## config.mk

```make
export PLATFORM = sky130hd
export DESIGN_NAME = mem_port_arbiter
export DESIGN_NICKNAME = d
export VERILOG_FILES = /design/src/rtl/mem_port_arbiter.sv
export SDC_FILE = /design/constraint.sdc
export NUM_CORES = 1
export LEC_CHECK = 0
export CAP_MARGIN = 0
export CELL_PAD_IN_SITES_DETAIL_PLACEMENT = 1
export CELL_PAD_IN_SITES_GLOBAL_PLACEMENT = 2
export CORE_UTILIZATION = 21
export DETAILED_ROUTE_END_ITERATION = 10
export PLACE_DENSITY = 0.74
export SLEW_MARGIN = 40
export SYNTH_ARGS = -nofsm -noshare
export SYNTH_HDL_FRONTEND = slang
export SYNTH_SLANG_ARGS = --single-unit
```

## constraint.sdc

```tcl
create_clock -name clk -period 1.7 [get_ports clk]
set_clock_uncertainty 0.15 [all_clocks]
set_input_delay 0.255 -clock clk [delete_from_list [all_inputs] [get_ports clk]]
set_output_delay 0.255 -clock clk [all_outputs]
set_load 0.02 [all_outputs]
```

## src/rtl/mem_port_arbiter.sv

```systemverilog
// Shares one single-ported fixed-latency memory between instruction fetch and data access.
// Data has fixed priority over fetch; each access runs LATENCY cycles followed by a one-cycle done pulse.
module mem_port_arbiter #(
  parameter int LATENCY = 2
) (
  input  logic        clk,
  input  logic        rst,
  input  logic        if_req,
  input  logic [15:0] if_addr,
  input  logic        d_rd,
  input  logic        d_wr,
  input  logic [15:0] d_addr,
  input  logic [15:0] d_wdata,
  output logic        if_done,
  output logic [15:0] if_rdata,
  output logic        d_done,
  output logic [15:0] d_rdata,
  output logic        stall_if,
  output logic        stall_mem,
  output logic        m_en,
  output logic        m_wr,
  output logic [15:0] m_addr,
  output logic [15:0] m_wdata,
  input  logic [15:0] m_rdata,
  output logic        err
);

  typedef enum logic [1:0] {IDLE, BUSY_D, BUSY_F, RESP} state_t;

  localparam logic [3:0] LAST_CNT = 4'(LATENCY - 1);

  state_t     state;
  logic [3:0] cnt;
  logic       d_req;
  logic       granted_dropped;

  assign d_req = d_rd | d_wr;

  assign stall_if  = if_req & ~if_done;
  assign stall_mem = d_req & ~d_done;

  // The requester that owns the memory must keep its request up until done.
  assign granted_dropped = ((state == BUSY_D) && !d_req) ||
                           ((state == BUSY_F) && !if_req);

  always_ff @(posedge clk) begin
    if (rst) begin
      state    <= IDLE;
      cnt      <= 4'd0;
      if_done  <= 1'b0;
      d_done   <= 1'b0;
      if_rdata <= 16'd0;
      d_rdata  <= 16'd0;
      m_en     <= 1'b0;
      m_wr     <= 1'b0;
      m_addr   <= 16'd0;
      m_wdata  <= 16'd0;
      err      <= 1'b0;
    end else begin
      case (state)
        IDLE: begin
          if ((d_rd & d_wr) || (if_req & if_addr[0])) begin
            err <= 1'b1;
          end
          // A simultaneous read+write request is carried out as a write.
          if (d_req) begin
            m_addr  <= d_addr;
            m_wdata <= d_wdata;
            m_wr    <= d_wr;
            m_en    <= 1'b1;
            cnt     <= 4'd0;
            state   <= BUSY_D;
          end else if (if_req) begin
            m_addr <= if_addr;
            m_wr   <= 1'b0;
            m_en   <= 1'b1;
            cnt    <= 4'd0;
            state  <= BUSY_F;
          end
        end

        BUSY_D, BUSY_F: begin
          if (granted_dropped) begin
            err <= 1'b1;
          end
          if (cnt == LAST_CNT) begin
            if (state == BUSY_D) begin
              d_rdata <= m_rdata;
              d_done  <= 1'b1;
            end else begin
              if_rdata <= m_rdata;
              if_done  <= 1'b1;
            end
            m_en  <= 1'b0;
            m_wr  <= 1'b0;
            cnt   <= 4'd0;
            state <= RESP;
          end else begin
            cnt <= cnt + 4'd1;
          end
        end

        RESP: begin
          if_done <= 1'b0;
          d_done  <= 1'b0;
          state   <= IDLE;
        end

        default: begin
          state <= IDLE;
        end
      endcase
    end
  end

endmodule

```

==> Word-level counts from Yosys, hierarchy flattened <==
Index checks and enable logic that the tools add are counted.
W data, S select, Z words.
{ "totals": {"wordCells": 77, "ff_bits": 75, "output_inout_bits": 71, "inputBits": 69} }
{ "op_classes": {"bitwise": 8, "add_sub_neg": 1, "muxes": 26, "n_eq_ne": 10, "n_reduce_logical": 21} }
{ "op_table": {"columns": ["operator", "n"], "rows": [
  ["$mux W16", 2],
  ["$reduce_and A3 Y1", 6],
  ["$mux W4", 3],
  ["$mux W1", 11],
  ["$ne A2 B2 Y1 const B", 5],
  ["$pmux W1 S2", 5],
  ["$pmux W4 S2", 1],
  ["$reduce_and A2 Y1", 4],
  ["$mux W2", 3],
  ["$pmux W2 S3", 1],
  ["$reduce_bool A2 Y1", 3],
  ["$add A4 B1 Y4 const B", 1],
  ["$and A1 B1 Y1", 4],
  ["$eq A2 B2 Y1 const B", 2],
  ["$eq A4 B1 Y1 const B", 1],
  ["$ne A3 B3 Y1 const B", 1],
  ["$not A1 Y1", 3],
  ["$eq A2 B1 Y1 const B", 1],
  ["$logic_and A1 B1 Y1", 2],
  ["$logic_not A1 Y1", 2],
  ["$logic_not A2 Y1", 1],
  ["$logic_or A1 B1 Y1", 2],
  ["$reduce_or A2 Y1", 1],
  ["$or A1 B1 Y1", 1]
]} }

==> Depth between registers and ports, before layout <==
Gate-level depths: netlist of the first run.
{ "depth": {"ltp_word": 6, "ltp_mapped": 7, "depth_no_buf": 5} }

==> Worst setup path after synthesis of the first run <==
No wires, ideal clock.
{ "synth_path": {"path_kind": "flip-flop to flip-flop", "start": "register state[0]", "end": "register state[1]", "path_stages_with_launch": 6, "setup_slack_ps": -148, "t_required_ps": 1429, "path_buffers": 0, "period_less_slack_ps": 1848, "arrival_ps": 1577, "path_cell_list": "dfxtp_1 > inv_1 > ha_1 > or4b_4 > o21ai_2 > mux2_2"} }
{ "synth_via": {"elab_chain_len": 4} }
{ "synth_lines": {"columns": ["element", "line", "text"], "rows": [
  ["start, declared", "32", "state_t state;"],
  ["start signal, assigned", "48", "state <= IDLE;"],
  ["start signal, assigned", "72", "state <= BUSY_D;"],
  ["start signal, assigned", "78", "state <= BUSY_F;"],
  ["$eq A2 B2 Y1 / $eq A2 B1 Y1 (equally long branches)", "60", "case (state)"],
  ["$reduce_or A2 Y1", "60", null],
  ["$ne A2 B2 Y1 (no line)", null, null],
  ["$reduce_and A2 Y1 (no line)", null, null]
]} }
Several ways; a longest one is shown, not always the timed one.
A chain may end at the register's enable or synchronous reset.

==> Worst setup path after layout of the first run <==
Same ends and word-level chain as after synthesis.

==> impl_metrics.tcl, run 1 <==
set metrics [dict create \
    status "finished with violations" \
    violations "design-rule violations, negative setup slack" \
    io_pins 140 \
    seq_area_frac_synth 0.469 \
    die_w_um 125 \
    p_per_area_nw_per_um2 1550 \
    cts_tree "yes" \
    cap_violations 0 \
    instances_no_fill 736 \
    drc 15 \
    hold_path.class "reg2reg" \
    cts_sinks 75 \
    syn_nets 465 \
    startpoint_type "flop" \
    fmax_mhz 576 \
    portBuffers 139 \
    antenna_found_initial 0 \
    die_area_um2 15700 \
    period_needed_ns 1.74 \
    synth-seq-cells 75 \
    ctsHoldBuffers 0 \
    cts-root-buf "clkbuf_16" \
    via_count 3480 \
    hold_violations 0 \
    post-dp-hpwl_um 8390 \
    routed_wl_um 11800 \
    grt_usage 0.153 \
    worst-slew-pin-transition_ns 0.558 \
    ir_drop_uv 758 \
    critical_path_class "reg2reg" \
    place.gp.congestion 0.772 \
    dr.pass1.iters 7 \
    setup_viol 3 \
    cp.arrival_ns 1.81 \
    htree_levels 3 \
    clkTransAtPathRegs_ns 0.06 \
    clock_path_buffers 2 \
    grt_max_degree 41 \
    ys_types 39 \
    slew_headroom 0.628 \
    first_iter_violations 160 \
    power_mw 8.49 \
    grt_pass1_wl_um 18900 \
    grt_pass1_vias 3642 \
    grt-ovfl-total 0 \
    row_count 44 \
    rsz0062_at_grt "true" \
    yosysWarnings 0 \
    dp_cells 720 \
    routedWlPerCell_um 16.1 \
    vias_per_cell 4.73 \
    drive_above_1_share 0.154 \
    p_leak_nw 2.52 \
    cts_buffers 9 \
    clk_latency_ns 0.34 \
    end_kind "flop" \
    fin_crit_sh 1.02 \
    worst_ep_required_time_ns 1.78 \
    crit_fanout 5 \
    drv_slew 0 \
    synth_area_um2 3200 \
    diodes 0 \
    setup_ws_ns -0.0353 \
    core_area_um2 14700 \
    syn_avg_cell_area_um2 8.23 \
    die_h_um 125 \
    area_growth_pct 70.8 \
    syn_inst 389 \
    final_nets 624 \
    fillers 1706 \
    start_util 0.218 \
    drtAntennaViolNets 0 \
]
[final cells by class]
cell class / count / area, um2 / area share
clock inverter: 2 / 60.1 / 0.0110
clock buffer: 13 / 250 / 0.0458
sequential: 75 / 1510 / 0.276
tap: 184 / 230 / 0.0421
timing repair buffer: 181 / 1780 / 0.325
multi-input combinational: 274 / 1610 / 0.295
inverter: 7 / 26.3 / 0.00481
[metrics by stage]
stage	utilization	setup WS [ns]	TNS (ns)	area (um2)	hold WS, ns
2_1_floorplan	-	-0.0326	-0.0483	3250	0.241
3_3_place_gp	0.347	-0.359	-10.63	5090	0.294
3_5_place_dp	0.347	-0.410	-12.39	5090	0.305
4_1_cts	0.366	-0.0241	-0.0575	5380	0.305
5_1_grt	0.372	-0.0979	-1.49	5470	0.317
6_report	0.372	-0.0353	-0.0811	5470	0.307
[state kept, by name (all words and copies together) (netlist names)]
name	cells
d_rdata	16
if_rdata	16
m_addr	16
m_wdata	16
cnt	4
state	2
d_done	1
err	1
if_done	1
m_en	1
m_wr	1
[cells by family after synthesis]
| kind of cell | synth area share |
|---|---|
| simple gates | 0.189 |
| compound gates | 0.247 |
| flops | 0.469 |
| buf+inv | 0.0571 |
| fa+ha+maj | 0.0274 |
| mux | 0.0102 |
[placed cells by master (no fill, tap or decap), drive strengths merged, types with 5 or more instances in the layout]
master,netlist,routed
clkbuf,19,14
o21ai,53,53
nor2,23,23
dlygate4sd2,0,49
clkdlybuf4s50,0,65
dlymetal6s2s,0,22
a311oi,18,18
nand2,53,53
dfxtp,75,75
buf,14,43
nor2b,5,5
a21oi,54,54
ha,7,7
inv,7,7
nand3,34,34
[what timing repair did]
action                     in CTS  in global routing
buffers inserted                1                  0
resized for setup              61                 34
pin swaps                       0                  2
setup endpoints to repair      90                 71
[report_power, final]
part	total, mW	switching (mW)	internal, mW
clock network	2.04	0.719	1.32
registers	2.33	0.193	2.14
logic	4.12	2.29	1.84
[final timing paths]
kind                                  start           to  slack [ns]  cells after the start
worst max-delay path               state[0]     state[1]       -0.04                      5
worst min-delay path            m_wdata[11]  m_wdata[11]        0.31                      2
worst max register to register     state[0]     state[1]       -0.04                      5
worst min register to register  m_wdata[11]  m_wdata[11]        0.31                      2
[Yosys cell counts, drive strengths merged]
| master | instances | share of area |
|---|---|---|
| dfxtp | 75 | 0.47 |
| a21oi | 54 | 0.084 |
| nand2 | 53 | 0.062 |
| o21ai | 53 | 0.084 |
| nand3 | 34 | 0.053 |
| nor2 | 23 | 0.028 |
| clkbuf | 19 | 0.022 |
| a311oi | 18 | 0.049 |
| buf | 14 | 0.027 |
| ha | 7 | 0.027 |
| inv | 7 | 0.0082 |
| nor2b | 5 | 0.0098 |
| a221oi | 2 | 0.0055 |
| mux2 | 2 | 0.0070 |
| nand2b | 2 | 0.0039 |
| nand4 | 2 | 0.0039 |
| or3b | 2 | 0.0055 |
| or4 | 2 | 0.0047 |
| a211oi | 1 | 0.0039 |
| a21boi | 1 | 0.0023 |
| a31oi | 1 | 0.0020 |
| and2 | 1 | 0.0020 |
| and4b | 1 | 0.0031 |
| mux2i | 1 | 0.0031 |
| nor3b | 1 | 0.0039 |
| nor4b | 1 | 0.0047 |
| o211ai | 1 | 0.0023 |
| o21a | 1 | 0.0023 |
| o221a | 1 | 0.0035 |
| o31a | 1 | 0.0027 |
| o31ai | 1 | 0.0023 |
| o41ai | 1 | 0.0027 |
| or4b | 1 | 0.0043 |
[critical path, stage by stage, from the launching register on]
cell     delay, ns
dfxtp_2       0.32
inv_2         0.08
ha_4          0.16
or4b_4        0.50
o21ai_4       0.10
mux2_4        0.31
[layer usage]
layer / vias to the layer above / GRT usage / wire [um]
li1: 1702 / - / -
met1: 1643 / 0.183 / 5200
met2: 126 / 0.244 / 5240
met3: 9 / 0.0740 / 1300
met4: 0 / 0.0387 / 106
met5: - / 0 / 0
Power figures use the tool's default switching activity.
==> run 2: changes to the inputs <==
- clock period: 1.7 -> 1.5 ns (I/O delays scaled with it)
==> run 2 against run 1 <==
Against the previous run: the flow still finishes with violations (design-rule violations, negative setup slack); count of clock-buffer cells in the layout decreased by 3; core utilization grew 3.4 points; sequential cell count did not move; first-iteration DRC count decreased by 18%; worst hold slack got worse by 0.15 ns; maximum frequency is 0.37% higher; via count increased by 4.7%; sequential power grew 14%; power rose by 30%; clock power hardly changed.
==> impl_metrics.tcl, run 2 (synthesis gave the netlist of run 1 again) <==
set metrics [dict create \
    ff2ff_path_depth 5 \
    place.gp.congestion 0.746 \
    crit_cells 5 \
    htree_levels 3 \
    clkTransAtPathRegs_ns 0.06 \
    clock_path_buffers 2 \
    antenna_found_initial 0 \
    setup_ws_ns -0.229 \
    fin_setup_tns_ns -7.87 \
    setup_viol 59 \
    startpoint_type "flop" \
    cap_violations 0 \
    portBuffers 139 \
    vias_per_cell 4.83 \
    hold_path.class "in2reg" \
    grt_max_degree 36 \
    period_needed_ns 1.73 \
    row_count 44 \
    routedWlPerCell_um 17.4 \
    status "finished with violations" \
    area_growth_pct 86.2 \
    drv_slew 0 \
    critPathTopFamily "simple AND/OR/NAND/NOR gates" \
    routed_wl_um 13100 \
    cts_tree "yes" \
    final_cell_area_um2 5960 \
    first_iter_violations 132 \
    p_per_area_nw_per_um2 1860 \
    max_stage_delay_ns 0.50 \
    cp.arrival_ns 1.81 \
    cts-root-buf "clkbuf_16" \
    ctsHoldBuffers 0 \
    cp_slowest_cell "or4b_4" \
    die_w_um 125 \
    core_area_um2 14700 \
    fin_crit_sh 1.15 \
    instances_no_fill 754 \
    io_pins 140 \
    critical_path_buf_inv_count 1 \
    diodes 0 \
    worst-slew-pin-transition_ns 0.367 \
    placed_area_um2 5100 \
    cts_sinks 75 \
    start_util 0.218 \
    grt_pass1_vias 3812 \
    final_nets 641 \
    fillers 1678 \
    drive_above_1_share 0.286 \
    dp_slack_ns -0.553 \
    crit_chain "inv_2 -> ha_4 -> or4b_4 -> o21ai_4 -> mux2_4" \
    ir_drop_uv 803 \
    drtAntennaViolNets 0 \
    critical_path_class "reg2reg" \
    grt-ovfl-total 0 \
    clk_latency_ns 0.35 \
    holdPathStages 2 \
    violations "design-rule violations, negative setup slack" \
    via_count 3645 \
    fmax_mhz 578 \
    dr.pass1.iters 7 \
    grt_usage 0.165 \
    post-dp-hpwl_um 8730 \
    finish.utilization 0.406 \
    die_area_um2 15700 \
    layout_commonest_cell "dfxtp_1" \
    end_kind "flop" \
    die_h_um 125 \
    p_leak_nw 2.41 \
    crit_fanout 4 \
    drc 15 \
    cts_buffers 9 \
    rsz0062_at_grt "true" \
    multiInputGateArea_um2 1930 \
    grt_pass1_wl_um 20300 \
    final_cell_mix "dfxtp_1, dlygate4sd2_1, clkdlybuf4s50_1" \
    dp_cells 721 \
    register_area_um2 1510 \
    worst_ep_required_time_ns 1.58 \
    slew_headroom 0.755 \
    hold_violations 0 \
]
run 2: cell count changes in the layout (fill, tap and decap cells not counted), moves of 13 or more:
cell / delta
o21ai_2: +13
a311oi_1: -16
nand3_1: -13
a311oi_2: +16
o21ai_0: -31
dlymetal6s2s_1: -22
dlygate4sd2_1: +21
o21ai_1: +18
run 2: path summary, 6_finish.rpt:
| path | from | slack (ns) | end |
|---|---|---|---|
| setup reg to reg | state[1] | -0.23 | state[1] |
| hold reg to reg | m_wdata[8] | 0.31 | m_wdata[8] |
| setup / recovery | state[1] | -0.23 | state[1] |
| hold / removal | rst | 0.16 | m_addr[13] |
run 2: layout make-up:
type,count,area share
multi-input combinational,274,0.323
tap,184,0.0386
inverter,7,0.00525
clock buffer,10,0.0384
timing repair buffer,198,0.334
clock inverter,6,0.00693
sequential,75,0.253
run 2: power breakdown:
group / internal, mW / switching [mW] / total, mW
logic: 3.08 / 3.31 / 6.39
registers: 2.42 / 0.236 / 2.66
clock network: 1.12 / 0.906 / 2.03
run 2: layer usage:
layer / GRT usage / vias to the layer above / share of wire
met5: 0 / - / 0
met4: 0.0681 / 0 / 0.013
met3: 0.0428 / 12 / 0.061
met2: 0.267 / 109 / 0.47
met1: 0.207 / 1787 / 0.45
li1: - / 1737 / -
run 2: what timing repair did:
item,4_1_cts,5_1_grt
buffers inserted,11,1
pin swaps,11,10
gates cloned,4,3
resized for setup,155,56
setup endpoints to repair,136,69
run 2: per-stage QoR:
stage / hold slack [ns] / power (mW)
after global placement: 0.291 / 7.33
after CTS: 0.154 / 10.7
after detailed placement: 0.306 / 7.46
final: 0.159 / 11.1
after floorplan: 0.211 / 5.16
after global routing: 0.174 / 11.7
==> edit, RTL diff (flow settings as in run 2) <==
Make the reset (`rst`) asynchronous in one clocked block.
--- a/src/rtl/mem_port_arbiter.sv
+++ b/src/rtl/mem_port_arbiter.sv
@@ -45,3 +45,3 @@
 
-  always_ff @(posedge clk) begin
+  always_ff @(posedge clk or posedge rst) begin
     if (rst) begin
Behaviour: differs if rst is asserted again (counterexample within 4 cycles, from zero or initial values and one cycle with rst high); with rst held inactive, the same outputs for 4 cycles.
==> edit against run 2 <==
- the run ends with negative setup slack left
- sequential cell count stayed put
- non-clock buffer count is 13 lower
- power is 19% higher
- sequential share of layout area is 7.1 points higher
- wire length is 23% lower
- core utilization is 1.3 points lower
- synthesized area is 0.90% higher
- setup slack worse by 330 ps
- final area is 2.8% lower
==> edit: results (changes against run 2) <==
- Final HPWL DP: 6840 µm (was 8730 µm)
- Reg power frac: 27.4% (was 24.0%)
- Fillers: 1617 (was 1678)
- DR vias: 2625 (was 3645)
- Largest net degree at the start of global routing: 29 (was 36)
- Synth-to-Final Area Change: 79.4% (was 86.2%)
- Power in the clock group: 2310 µW (was 2030 µW)
- Avg Inst Size Synth: 13.3 µm² (was 8.23 µm²)
- NonClk Buf Share: 31.4% (was 33.4%)
- Final setup viols: 52 (was 59)
- Peak VDD IR: 717 µV (was 803 µV)
- Leak pwr: 0.00269 µW (was 0.00241 µW)
- Final WS setup: -561 ps (was -229 ps)
- Clock-cell share: 5.46% (was 4.53%)
- Unique masters post-synth: 31 (was 39)
- Arr. time, crit path: 2130 ps (was 1810 ps)
- Crit Path Max Fanout: 16 (was 4)
- 1st-iter DRT viols: 71 (was 132)
- Sequential element share of the synthesized area: 58.1% (was 46.9%)
- Nets: 504 (was 641)
- Dominant synthesized flop cell: dfrtp_1 (was dfxtp_1)
- Placed Cells: 588 (was 721)
- Slowest cell delay on critical path: 390 ps (was 500 ps)
- Outcome: complete, but fails checks (unchanged)
- Most instantiated cells after synthesis: 75 x dfrtp_1, 39 x mux2_2, 23 x o21ai_0 (was 75 x dfxtp_1, 54 x a21oi_1, 53 x nand2_1)
- Mapped Nets: 319 (was 465)
- Hold Crit Class: primary input to asynchronous set/reset pin (was primary input to flip-flop)
- First-pass GRT wire length: 15700 µm (was 20300 µm)
- Inverters, non-clock: 10 (was 7)
- GRT Overall Usage: 12.8% (was 16.5%)
- Setup WS pre-CTS: -524 ps (was -553 ps)
- Non-clock buffer count: 185 (was 198)
- FFs w/ async S/R, synth: 100% (was 0%)
- Clock power frac: 17.6% (was 18.3%)
- Layout cells sized above 1: 31.3% (was 28.6%)
- Sw frac: 37.2% (was 40.2%)
- Violated checks: negative setup slack (was design-rule violations, negative setup slack)
- Sequential cell area: 1880 µm² (was 1510 µm²)
- Multi-input gate share of total cell area: 26.1% (was 32.3%)
- Slowest CP cell: dfrtp_1 (was or4b_4)
- Synth top area cells: dfrtp_1 58%, mux2_2 14%, mux2i_1 5.9% (was dfxtp_1 47%, a21oi_1 8.4%, o21ai_0 8.0%)
- I/O Buffers: 139 (unchanged)
- Max transition margin: 75.9% (was 75.5%)
- Initial DRT Pass Iterations: 4 (was 7)
- Cell Area, Placed: 5160 µm² (was 5100 µm²)
- Via/cell ratio: 4.26 (was 4.83)
- GPL Wtd Cong: 0.756 (was 0.746)
- TNS Setup: -21150 ps (was -7870 ps)
- Number of global-route vias before repair: 2929 (was 3812)
## edit: cell count changes after synthesis, moves of 30 or more
| cell | delta |
|---|---|
| nand2_1 | -36 |
| a21oi_1 | -52 |
| dfxtp_1 | -75 |
| mux2_2 | +37 |
| dfrtp_1 | +75 |
| nand3_1 | -30 |
## edit: metal layers
metal / global-route usage (%) / part of all wire [%] / vias up
li1: - / - / 1221
met1: 15.6 / 43 / 1322
met2: 21.5 / 51 / 73
met3: 3.53 / 4.4 / 9
met4: 4.68 / 1.4 / 0
met5: 0 / 0 / -
## edit: per-stage QoR
step | util (%) | hold slack [ps]
after floorplan | - | 224
after global placement | 35.0 | 313
after detailed placement | 35.0 | 316
after CTS | 37.8 | 75.4
after global routing | 39.3 | 85.3
final | 39.3 | 79.8
## edit: worst reg2reg max path: cells and delay by family (launching register included)
kind                     cells  cell delay (ps)
buffers and inverters        2              240
AND/OR/NAND/NOR              2              730
multiplexers                 1              310
flip-flops                   1              390
adder cells (fa/ha/maj)      1              130
## edit: kinds of logic after synthesis
kind of cell	Yosys count	share of synthesized area, %
AO/OA/AOI/OAI	37	6.66
adder cells (fa/ha/maj)	7	2.71
buffers and inverters	21	3.25
flip-flops	75	58.1
multiplexers	68	24.1
AND/OR/NAND/NOR	35	5.11
## edit: worst paths after layout
kind                       startpoint           end  slack (ps)  depth (start not counted)
hold / removal                    rst    d_rdata[9]          80                          2
setup / recovery               cnt[1]  if_rdata[11]        -560                          6
hold reg to reg                   err           err         320                          2
setup reg to reg               cnt[1]  if_rdata[11]        -560                          6
max in group asynchronous         rst    d_rdata[2]         670                          3
min in group clk                 d_wr          m_wr         280                          4
## edit: what timing repair did
item,CTS,global route
pin swaps,4,6
setup buffers,7,5
gates resized for setup,116,48
cloned,1,2
hold buffers,0,0
setup endpoints to repair,146,76
